File: config.mk
export PLATFORM = sky130hd
export DESIGN_NAME = fetch_ctrl
export DESIGN_NICKNAME = d
export VERILOG_FILES = /design/src/rtl/fetch_ctrl_pkg.sv /design/src/rtl/fetch_buf.sv /design/src/rtl/fetch_ctrl.sv
export SDC_FILE = /design/constraint.sdc
export NUM_CORES = 1
export LEC_CHECK = 0
export CAP_MARGIN = 0
export CORE_ASPECT_RATIO = 1.1
export CORE_UTILIZATION = 40
export DETAILED_ROUTE_END_ITERATION = 8
export PLACE_DENSITY = 0.78
export SYNTH_ARGS = -nofsm -noshare
export SYNTH_HDL_FRONTEND = slang
export SYNTH_SLANG_ARGS = --single-unit
File: constraint.sdc
create_clock -name clk -period 1.9 [get_ports clk]
set_input_delay 0.38 -clock clk [delete_from_list [all_inputs] [get_ports clk]]
set_output_delay 0.38 -clock clk [all_outputs]
set_load 0.01 [all_outputs]
File: src/rtl/fetch_ctrl_pkg.sv
// rtl/fetch_ctrl_pkg.sv - shared constants, FSM encoding and buffer entry type for the fetch controller
package fetch_ctrl_pkg;

  // Reset is asserted when rst equals this level
  localparam logic RST_ENABLE = 1'b0;

  // Boot vector used as the default fetch address after reset
  localparam logic [31:0] RESET_PC_DEFAULT = 32'hbfc0_0000;

  // Bit of if_exception_type that flags a misaligned fetch address
  localparam int EXC_MISALIGNED_BIT = 30;

  typedef enum logic [1:0] {
    S_IDLE = 2'd0,
    S_ADDR = 2'd1,
    S_DATA = 2'd2
  } fetch_state_t;

  typedef struct packed {
    logic [31:0] pc;
    logic [31:0] inst;
    logic        misaligned;
  } fetch_entry_t;

  // Expand the single exception flag into the 32-bit decode-side exception word
  function automatic logic [31:0] exc_type(input logic misaligned);
    logic [31:0] t;
    t = '0;
    t[EXC_MISALIGNED_BIT] = misaligned;
    return t;
  endfunction

endpackage

File: src/rtl/fetch_buf.sv
// rtl/fetch_buf.sv - single-entry output buffer between fetch and decode
module fetch_buf
  import fetch_ctrl_pkg::*;
(
  input  logic         clk,
  input  logic         rst,
  input  logic         flush,
  input  logic         load,
  input  fetch_entry_t load_entry,
  input  logic         consume,
  output logic         valid,
  output fetch_entry_t entry
);

  // Flush beats load, and a load in the same cycle as a consume keeps the entry valid
  always_ff @(posedge clk) begin
    if (rst == RST_ENABLE) begin
      valid <= 1'b0;
      entry <= '0;
    end else if (flush) begin
      valid <= 1'b0;
    end else if (load) begin
      valid <= 1'b1;
      entry <= load_entry;
    end else if (consume) begin
      valid <= 1'b0;
    end
  end

endmodule

File: src/rtl/fetch_ctrl.sv
// rtl/fetch_ctrl.sv - instruction fetch FSM and pc over an SRAM-like bus with one outstanding request
module fetch_ctrl
  import fetch_ctrl_pkg::*;
#(
  parameter logic [31:0] RESET_PC = RESET_PC_DEFAULT
) (
  input  logic        clk,
  input  logic        rst,
  input  logic        exception,
  input  logic [31:0] exception_pc,
  input  logic        branch,
  input  logic [31:0] branch_pc,
  input  logic        stall,
  output logic        inst_req,
  output logic [31:0] inst_addr,
  input  logic        inst_addr_ok,
  input  logic        inst_data_ok,
  input  logic [31:0] inst_rdata,
  output logic        if_valid,
  output logic [31:0] if_pc,
  output logic [31:0] if_inst,
  output logic [31:0] if_exception_type
);

  fetch_state_t state, state_nxt;
  logic [31:0]  pc;
  logic [31:0]  req_addr;
  logic         discard;
  logic         redirect;
  logic [31:0]  redirect_pc;
  logic         buf_valid;
  logic         consume;
  logic         buf_free;
  logic         aligned;
  logic         buf_load;
  fetch_entry_t buf_entry;
  fetch_entry_t buf_out;

  assign redirect    = exception | branch;
  assign redirect_pc = exception ? exception_pc : branch_pc;
  assign consume     = buf_valid & ~stall;
  assign buf_free    = ~buf_valid | consume;
  assign aligned     = (pc[1:0] == 2'b00);
  assign inst_addr   = req_addr;

  // State register
  always_ff @(posedge clk) begin
    if (rst == RST_ENABLE) state <= S_IDLE;
    else                   state <= state_nxt;
  end

  // Next state: a request starts only from an aligned pc with room in the buffer and no redirect
  always_comb begin
    state_nxt = state;
    case (state)
      S_IDLE:  if (!redirect && buf_free && aligned) state_nxt = S_ADDR;
      S_ADDR:  if (inst_addr_ok) state_nxt = S_DATA;
      S_DATA:  if (inst_data_ok) state_nxt = S_IDLE;
      default: state_nxt = S_IDLE;
    endcase
  end

  // Outputs: bus request while in S_ADDR, buffer load for a kept response or a misaligned pc
  always_comb begin
    inst_req  = 1'b0;
    buf_load  = 1'b0;
    buf_entry = '0;
    case (state)
      S_IDLE: begin
        if (!redirect && buf_free && !aligned) begin
          buf_load  = 1'b1;
          buf_entry = '{pc: pc, inst: 32'h0, misaligned: 1'b1};
        end
      end
      S_ADDR: inst_req = 1'b1;
      S_DATA: begin
        if (inst_data_ok && !discard && !redirect) begin
          buf_load  = 1'b1;
          buf_entry = '{pc: req_addr, inst: inst_rdata, misaligned: 1'b0};
        end
      end
      default: ;
    endcase
  end

  // pc, latched request address and the discard flag for responses made stale by a redirect
  always_ff @(posedge clk) begin
    if (rst == RST_ENABLE) begin
      pc       <= RESET_PC;
      req_addr <= 32'h0;
      discard  <= 1'b0;
    end else begin
      if (state == S_IDLE && state_nxt == S_ADDR) req_addr <= pc;
      if (redirect)                              pc <= redirect_pc;
      else if (state == S_DATA && buf_load)      pc <= req_addr + 32'd4;
      if (state == S_DATA && inst_data_ok)       discard <= 1'b0;
      else if (redirect && state != S_IDLE)      discard <= 1'b1;
    end
  end

  fetch_buf u_buf (
    .clk        (clk),
    .rst        (rst),
    .flush      (redirect),
    .load       (buf_load),
    .load_entry (buf_entry),
    .consume    (consume),
    .valid      (buf_valid),
    .entry      (buf_out)
  );

  assign if_valid          = buf_valid;
  assign if_pc             = buf_out.pc;
  assign if_inst           = buf_out.inst;
  assign if_exception_type = exc_type(buf_out.misaligned);

endmodule

==> results.json, run 1 <==
{
  "cap_viol_max_count": 0,
  "die_w_um": 120.6,
  "io_buffers": 201,
  "clockBufferDepth": 2,
  "syn_area_um2": 6191,
  "cts_buffers": 17,
  "synth-seq-cells": 133,
  "fin_skew_ns": 0.01453,
  "die_h_um": 132.5,
  "grt_max_degree": 48,
  "synth_sequential_area_ratio_pct": 43.01,
  "fmax_mhz": 522.6,
  "synth_top_area_share_pct": 43.01,
  "drc": 0,
  "routabilityCongestion": 0.8683,
  "nets": 1117,
  "path_clk_slew_ns": 0.06,
  "async_flop_share_pct": 0,
  "synth.most_common_cell": "nand2_1",
  "timing.final.crit_share_pct": 100.7,
  "first_global_vias": 6489,
  "drt_iter0_drc": 469,
  "fillers": 1306,
  "synthCells": 780,
  "clock_latency_ns": 0.43,
  "cts_tree": "yes",
  "cp_common_cell": "or4_4",
  "final_max_slew_viol_count": 0,
  "htreeDepth": 4,
  "finalSetupViolCount": 1,
  "synth_cell_types": 53,
  "p_leak_nw": 3.558,
  "finalHoldViolations": 0,
  "crit_buf_inv": 1,
  "synth_top_area_cell": "dfxtp_1",
  "vias_per_cell": 5.507,
  "end_kind": "flop",
  "p_per_area_nw_per_um2": 727.7,
  "firstDrtPassIters": 5,
  "pre_cts_ws_ns": -0.1823,
  "grt_util_met3_pct": 7.241,
  "drive_above_1_share_pct": 14.52,
  "cp_top_family": "simple AND/OR/NAND/NOR gates",
  "ctsHoldBuffers": 0,
  "postRouteWirelength_um": 21420,
  "holdWs_ns": 0.4091,
  "period_needed_ns": 1.914,
  "grt_pass1_wl_um": 33350,
  "area_delta_synth_final_pct": 53.62,
  "io_pins": 233,
  "rsz0062_at_grt": "yes",
  "violations": "negative setup slack",
  "start_kind": "flop",
  "wl_per_cell_um": 17.53,
  "arrival_ns": 2.28,
  "grtUsageMet1_pct": 32.02,
  "crit_slowest_cell": "or4_4",
  "dp_hpwl_um": 14890,
  "avgSynthCellArea_um2": 7.937,
  "cp_max_fo": 8,
  "required_ns": 2.27,
  "grt_usage_pct": 27.03,
  "num_vias": 6730,
  "numClockSinks": 133,
  "final_area_um2": 9510,
  "grt-ovfl-total": 0,
  "synth-edff-count": 0,
  "grt_use_met2_pct": 45.34,
  "root_buffer": "clkbuf_16",
  "slowest_delay_ns": 0.52,
  "yosysWarnings": 0,
  "place_area_um2": 8884,
  "finish.utilization_pct": 62.93,
  "ant_nets": 0,
  "path_cells": "nand4_4 -> or4_4 -> buf_12 -> or4_4 -> a21oi_2 -> o21a_1",
  "status": "finished with violations",
  "crit_type": "flop to flop",
  "synth_commonest_cells": "nand2_1, dfxtp_1, a21oi_1, a22oi_1, nor2_1",
  "ys_top_cells_by_area": "dfxtp_1, a21oi_1, nand2_1",
  "synth-main-ff-cell": "dfxtp_1",
  "antenna_found_initial": 0,
  "diodes": 0,
  "hp-class": "primary input to flop",
  "worst_slack_ns": -0.01368,
  "ir_drop_v": 0.0004359,
  "initial_core_util_pct": 40.96,
  "num_rows": 47,
  "power_mw": 6.921,
  "die-area_um2": 15980,
  "top_usage_layer": "met2",
  "core_area_um2": 15110
}
==> worst paths after layout <==
kind	slack (ns)	from	cells after the start	end
hold reg to reg	0.45	u_buf.entry[58]	2	u_buf.entry[58]
setup / recovery	-0.01	inst_addr[10]	6	pc[20]
hold / removal	0.41	branch	3	u_buf.valid
setup reg to reg	-0.01	inst_addr[10]	6	pc[20]
==> report_power, final <==
group	switching, mW	total (mW)	leakage, nW	internal (mW)
combinational	0.455	0.937	2.20	0.482
sequential	0.0860	2.98	1.09	2.89
clock	1.17	3.00	0.268	1.83
total	1.71	6.92	3.56	5.21
==> cells in the final DEF, fill, tap and decap left out, types with 3 or more instances in the layout <==
master           instances
conb_1                  31
and3_1                  10
dfxtp_1                120
clkbuf_16               17
mux2i_1                  3
nor2_1                  57
or2_2                    4
o211ai_1                 9
a21oi_1                104
o221a_2                  4
clkdlybuf4s50_1        193
inv_1                    7
a22oi_1                 62
nor3_1                  10
clkbuf_8                 5
o21ai_0                 35
buf_4                   64
dlygate4sd2_1            4
xnor2_1                 14
buf_12                  17
a221oi_1                 5
clkbuf_1                 6
dfxtp_2                 10
xor2_1                   9
a31oi_1                  8
nand4_1                  8
clkinv_2                 5
nand2_1                135
dfxtp_4                  3
nand3_1                 14
o221ai_1                 3
nor4_1                   5
==> final cells by class <==
| cell class | instances | area [µm²] | share of cell area (%) |
|---|---|---|---|
| Tap cell | 196 | 245.2 | 2.579 |
| Timing Repair Buffer | 282 | 2823 | 29.68 |
| Clock inverter | 4 | 20.02 | 0.2105 |
| Multi-Input combinational cell | 570 | 3184 | 33.48 |
| Sequential cell | 133 | 2686 | 28.25 |
| Inverter | 9 | 35.03 | 0.3684 |
| Clock buffer | 28 | 516.7 | 5.434 |
==> stage by stage <==
stage / instances / setup TNS, ns
final: 1222 / -0.01368
after global routing: 1222 / -0.2496
after CTS: 1220 / 0
after detailed placement: 1188 / -6.008
after global placement: 1188 / -2.762
after floorplan: 810 / -0.01260
==> cells by family (layout without fill, tap and decap cells) <==
logic type      Yosys count  in the layout  synth area share, %
flops                   133            133                43.01
simple gates            268            268                19.52
buf+inv                 107            323                9.054
fa+ha+maj                 1              1               0.2021
other cells               1             31              0.06057
xor+xnor                 23             23                3.254
mux                       3              3               0.4851
compound gates          244            244                24.41
==> worst reg2reg max path: stages (launching register included) <==
cell and delay, ns:
dfxtp_2 0.35, nand4_4 0.14, or4_4 0.52, buf_12 0.17, or4_4 0.42, a21oi_2 0.15
o21a_1 0.11
==> per-layer routing <==
layer  up-vias  part of all wire [%]
li1       3168                     -
met1      3172                    39
met2       349                    49
met4         0                   2.6
met3        41                   8.9
met5         -                     0
==> state kept, by name (all words and copies together) (netlist names) <==
| signal | flops |
|---|---|
| u_buf.valid | 1 |
| u_buf.entry | 65 |
| pc | 32 |
| inst_addr | 32 |
| discard | 1 |
| state | 2 |
==> timing repair <==
| action | in CTS | in global routing |
|---|---|---|
| setup buffers | 0 | 2 |
| endpoints found under the setup margin | 11 | 13 |
| resized for setup | 11 | 13 |
| pin swaps | 2 | 8 |
Note: power is estimated with default switching activity, not from simulation.
==> run 2: changes to the inputs <==
Settings changed: CTS_CLUSTER_DIAMETER set to 200, REMOVE_ABC_BUFFERS set to 1, SLEW_MARGIN set to 30.
==> results.json, run 2 (same netlist as run 1, synthesis figures left out) <==
{
  "p_leak_nw": 3.583,
  "worst_slack_ns": 0.03895,
  "p_per_area_nw_per_um2": 741.8,
  "tns_ns": 0,
  "numClockSinks": 133,
  "dp_hpwl_um": 14370,
  "end_kind": "primary output",
  "wl_per_cell_um": 17.03,
  "start_kind": "flop",
  "fmax_mhz": 537.3,
  "core_area_um2": 15110,
  "fin_cells": 1217,
  "die_w_um": 120.6,
  "die-area_um2": 15980,
  "period_needed_ns": 1.861,
  "firstDrtPassIters": 5,
  "grt_max_degree": 71,
  "antenna_found_initial": 0,
  "io_buffers": 201,
  "final_max_slew_viol_count": 0,
  "vias_per_cell": 5.389,
  "path_cells": "buf_4 -> clkdlybuf4s50_1",
  "initial_core_util_pct": 40.96,
  "postRouteWirelength_um": 20730,
  "clock_latency_ns": 0.42,
  "rrSetupSlack_ns": 0.04,
  "cp_max_fo": 8,
  "fillers": 1300,
  "required_ns": 1.52,
  "final_common_cell": "clkdlybuf4s50_1",
  "placed_cells": 1186,
  "nets": 1113,
  "ant_nets": 0,
  "ir_drop_v": 0.0006801,
  "grt-ovfl-total": 0,
  "clockBufferDepth": 2,
  "grt_pass1_wl_um": 32760,
  "htreeDepth": 4,
  "timing.final.crit_share_pct": 97.95,
  "cap_viol_max_count": 0,
  "crit_slowest_cell": "clkdlybuf4s50_1",
  "path_clk_slew_ns": 0.05,
  "slowest_delay_ns": 0.56,
  "hp-class": "primary input to flop",
  "root_buffer": "clkbuf_16",
  "power_mw": 7.011,
  "diodes": 0,
  "io_pins": 233,
  "crit_buf_inv": 2,
  "routabilityCongestion": 0.8430,
  "crit_type": "flop to primary output",
  "drc": 0,
  "ctsHoldBuffers": 0,
  "largest_reg_flops": 65,
  "fin_skew_ns": 0.005659,
  "arrival_ns": 1.48,
  "cts_tree": "yes",
  "area_delta_synth_final_pct": 52.67,
  "cp_top_family": "buffers and inverters",
  "grt_usage_pct": 26.43,
  "drt_iter0_drc": 475,
  "status": "complete, no violations",
  "first_global_vias": 6277,
  "pre_cts_ws_ns": -0.1691,
  "drive_above_1_share_pct": 14.30,
  "num_rows": 47,
  "cts_buffers": 17,
  "final_cell_mix": "clkdlybuf4s50_1, nand2_1, dfxtp_1",
  "rsz0062_at_grt": "yes",
  "largest-register": "u_buf.entry",
  "finalSetupViolCount": 0,
  "finalHoldViolations": 0,
  "num_vias": 6558,
  "die_h_um": 132.5
}
## run 2: cell type report
class	instances	area, µm²	share of cell area, %
multi-input cells	570	3197	33.82
repair buffers	278	2748	29.07
flip-flops and latches	133	2678	28.33
clock buffers	28	506.7	5.361
well taps	196	245.2	2.595
clock inverters	3	42.54	0.4501
inverters	9	35.03	0.3707
## run 2: metal layers
metal	track usage [%]	up-vias	share of wire, %
li1	-	3153	-
met1	31.34	3044	40
met2	44.67	326	49
met3	6.681	35	8.7
met4	12.00	0	2.5
met5	0	-	0
## run 2: timing repair
item | CTS | global route
gates resized for setup | 26 | 19
pin swaps | 5 | 12
setup endpoints to repair | 11 | 21
buffers inserted | 0 | 2
## run 2: final timing paths
path / startpoint / end / cells after the start
max reg2reg: inst_addr[10] / pc[20] / 5
min reg2reg: u_buf.entry[56] / u_buf.entry[56] / 2
min: exception / pc[1] / 3
max: inst_addr[20] / inst_addr[20] / 2
## run 2: metrics by stage
stage / hold slack (ns) / util, % / area [µm²]
finish: 0.2987 / 62.54 / 9452
global route: 0.2967 / 62.54 / 9452
CTS: 0.2845 / 62.16 / 9394
detailed placement: 0.4470 / 58.02 / 8768
global placement: 0.4428 / 58.02 / 8768
floorplan: 0.4401 / - / 5777
## run 2: report_power, final
part           internal [mW]  switching, mW  leakage (nW)
sequential              2.90         0.0810          1.09
combinational          0.481          0.455          2.23
clock                   1.93           1.17         0.265
## run 2: worst reg2reg max path, cell delays in order (launching register included)
cell and delay [ns]:
dfxtp_2 0.35, nand4_4 0.12, or4_4 0.64, or4_4 0.45, a21oi_2 0.14, o21a_1 0.11
==> run 3: changes to the inputs <==
Settings changed: CELL_PAD_IN_SITES_DETAIL_PLACEMENT set to 0, CELL_PAD_IN_SITES_GLOBAL_PLACEMENT set to 2, CORE_UTILIZATION 40 to 22.
==> results.json, run 3 (same netlist as run 1, synthesis figures left out) <==
{
  "htreeDepth": 4,
  "io_pins": 233,
  "vias_per_cell": 4.625,
  "antenna_found_initial": 1,
  "grt_usage_pct": 16.74,
  "critPathLaunch": "inst_addr[2]",
  "final_common_cell": "clkdlybuf4s50_1",
  "routabilityCongestion": 0.7949,
  "drt_iter0_drc": 447,
  "clock_latency_ns": 0.42,
  "dp_hpwl_um": 17570,
  "worst_slack_ns": 0.04519,
  "path_clk_slew_ns": 0.06,
  "start_kind": "flop",
  "p_per_area_nw_per_um2": 712.4,
  "tns_ns": 0,
  "largest_reg_flops": 65,
  "final_cell_mix": "clkdlybuf4s50_1, nand2_1, dfxtp_1",
  "reg2reg_from": "inst_addr[17]",
  "status": "complete, no violations",
  "drive_above_1_share_pct": 15.10,
  "cp_top_family": "buffers and inverters",
  "num_rows": 64,
  "fin_cells": 1396,
  "fin_skew_ns": 0.006897,
  "die_h_um": 177.9,
  "hp-class": "primary input to flop",
  "drc": 0,
  "end_kind": "primary output",
  "power_mw": 6.909,
  "final_max_slew_viol_count": 0,
  "die-area_um2": 28820,
  "path_cells": "buf_4 -> clkdlybuf4s50_1",
  "clockBufferDepth": 2,
  "io_buffers": 201,
  "grt-ovfl-total": 0,
  "cts_tree": "yes",
  "wl_per_cell_um": 17.30,
  "first_global_vias": 6233,
  "placed_cells": 1368,
  "grt_max_degree": 51,
  "num_vias": 6457,
  "root_buffer": "clkbuf_16",
  "timing.final.crit_share_pct": 97.62,
  "cp_max_fo": 9,
  "period_needed_ns": 1.855,
  "crit_slowest_cell": "clkdlybuf4s50_1",
  "core_area_um2": 27710,
  "largest-register": "u_buf.entry",
  "arrival_ns": 1.47,
  "diodes": 0,
  "grt_pass1_wl_um": 36550,
  "cap_viol_max_count": 0,
  "nets": 1127,
  "die_w_um": 161.9,
  "crit_type": "flop to primary output",
  "required_ns": 1.52,
  "worstHoldStart": "branch",
  "ctsHoldBuffers": 0,
  "postRouteWirelength_um": 24150,
  "p_leak_nw": 3.653,
  "ir_drop_v": 0.0004571,
  "crit_buf_inv": 2,
  "firstDrtPassIters": 5,
  "pre_cts_ws_ns": -0.1951,
  "fmax_mhz": 539.1,
  "cts_buffers": 17,
  "finalSetupViolCount": 0,
  "rsz0062_at_grt": "yes",
  "area_delta_synth_final_pct": 56.67,
  "holdWs_ns": 0.4498,
  "slowest_delay_ns": 0.55,
  "initial_core_util_pct": 22.34,
  "ant_nets": 0,
  "numClockSinks": 133,
  "finalHoldViolations": 0
}
-- run 3: worst paths after layout --
kind | to | slack [ns] | cells after the start
worst min-delay path | pc[4] | 0.45 | 5
worst min register to register | u_buf.entry[49] | 0.45 | 2
worst max register to register | pc[28] | 0.05 | 6
worst max-delay path | inst_addr[2] | 0.05 | 2
-- run 3: cell type report --
type	count	area, µm²
fillers	2958	18010
flip-flops and latches	133	2673
multi-input cells	570	3181
clock buffers	24	481.7
inverters	9	35.03
repair buffers	292	2848
clock inverters	5	27.53
well taps	363	454.2
-- run 3: per-layer routing --
metal,share of wire [%],GRT usage (%),up-vias,wire length (µm)
met5,0.046,0,-,11
met1,47,22.25,3018,11320
met3,6.2,3.692,23,1500
met2,46,27.20,242,11010
met4,1.2,4.285,2,298
li1,-,-,3172,-
-- run 3: report_power, final --
group | internal, mW | leakage, nW | total (mW) | switching (mW)
registers | 2.89 | 1.09 | 2.97 | 0.0802
logic | 0.496 | 2.31 | 0.978 | 0.481
clock network | 1.74 | 0.252 | 2.96 | 1.22
-- run 3: stage by stage --
stage	instance area [µm²]	utilization, %
after floorplan	5777	-
after global placement	9090	32.81
after detailed placement	9090	32.81
after CTS	9653	34.84
after global routing	9699	35.01
final	9699	35.01
-- run 3: worst register-to-register path, cell delays in order, from the launching register on --
cell and delay [ns]:
dfxtp_1 0.34, nand4_1 0.17, or4_4 0.62, nor4_2 0.24, buf_4 0.15, nor4_1 0.04, a221oi_1 0.21
-- run 3: repair_timing --
item / CTS / global route
pin swaps: 2 / 6
gates resized for setup: 20 / 16
buffers inserted: 0 / 0
setup endpoints to repair: 18 / 21
hold endpoints to repair: 0 / 0
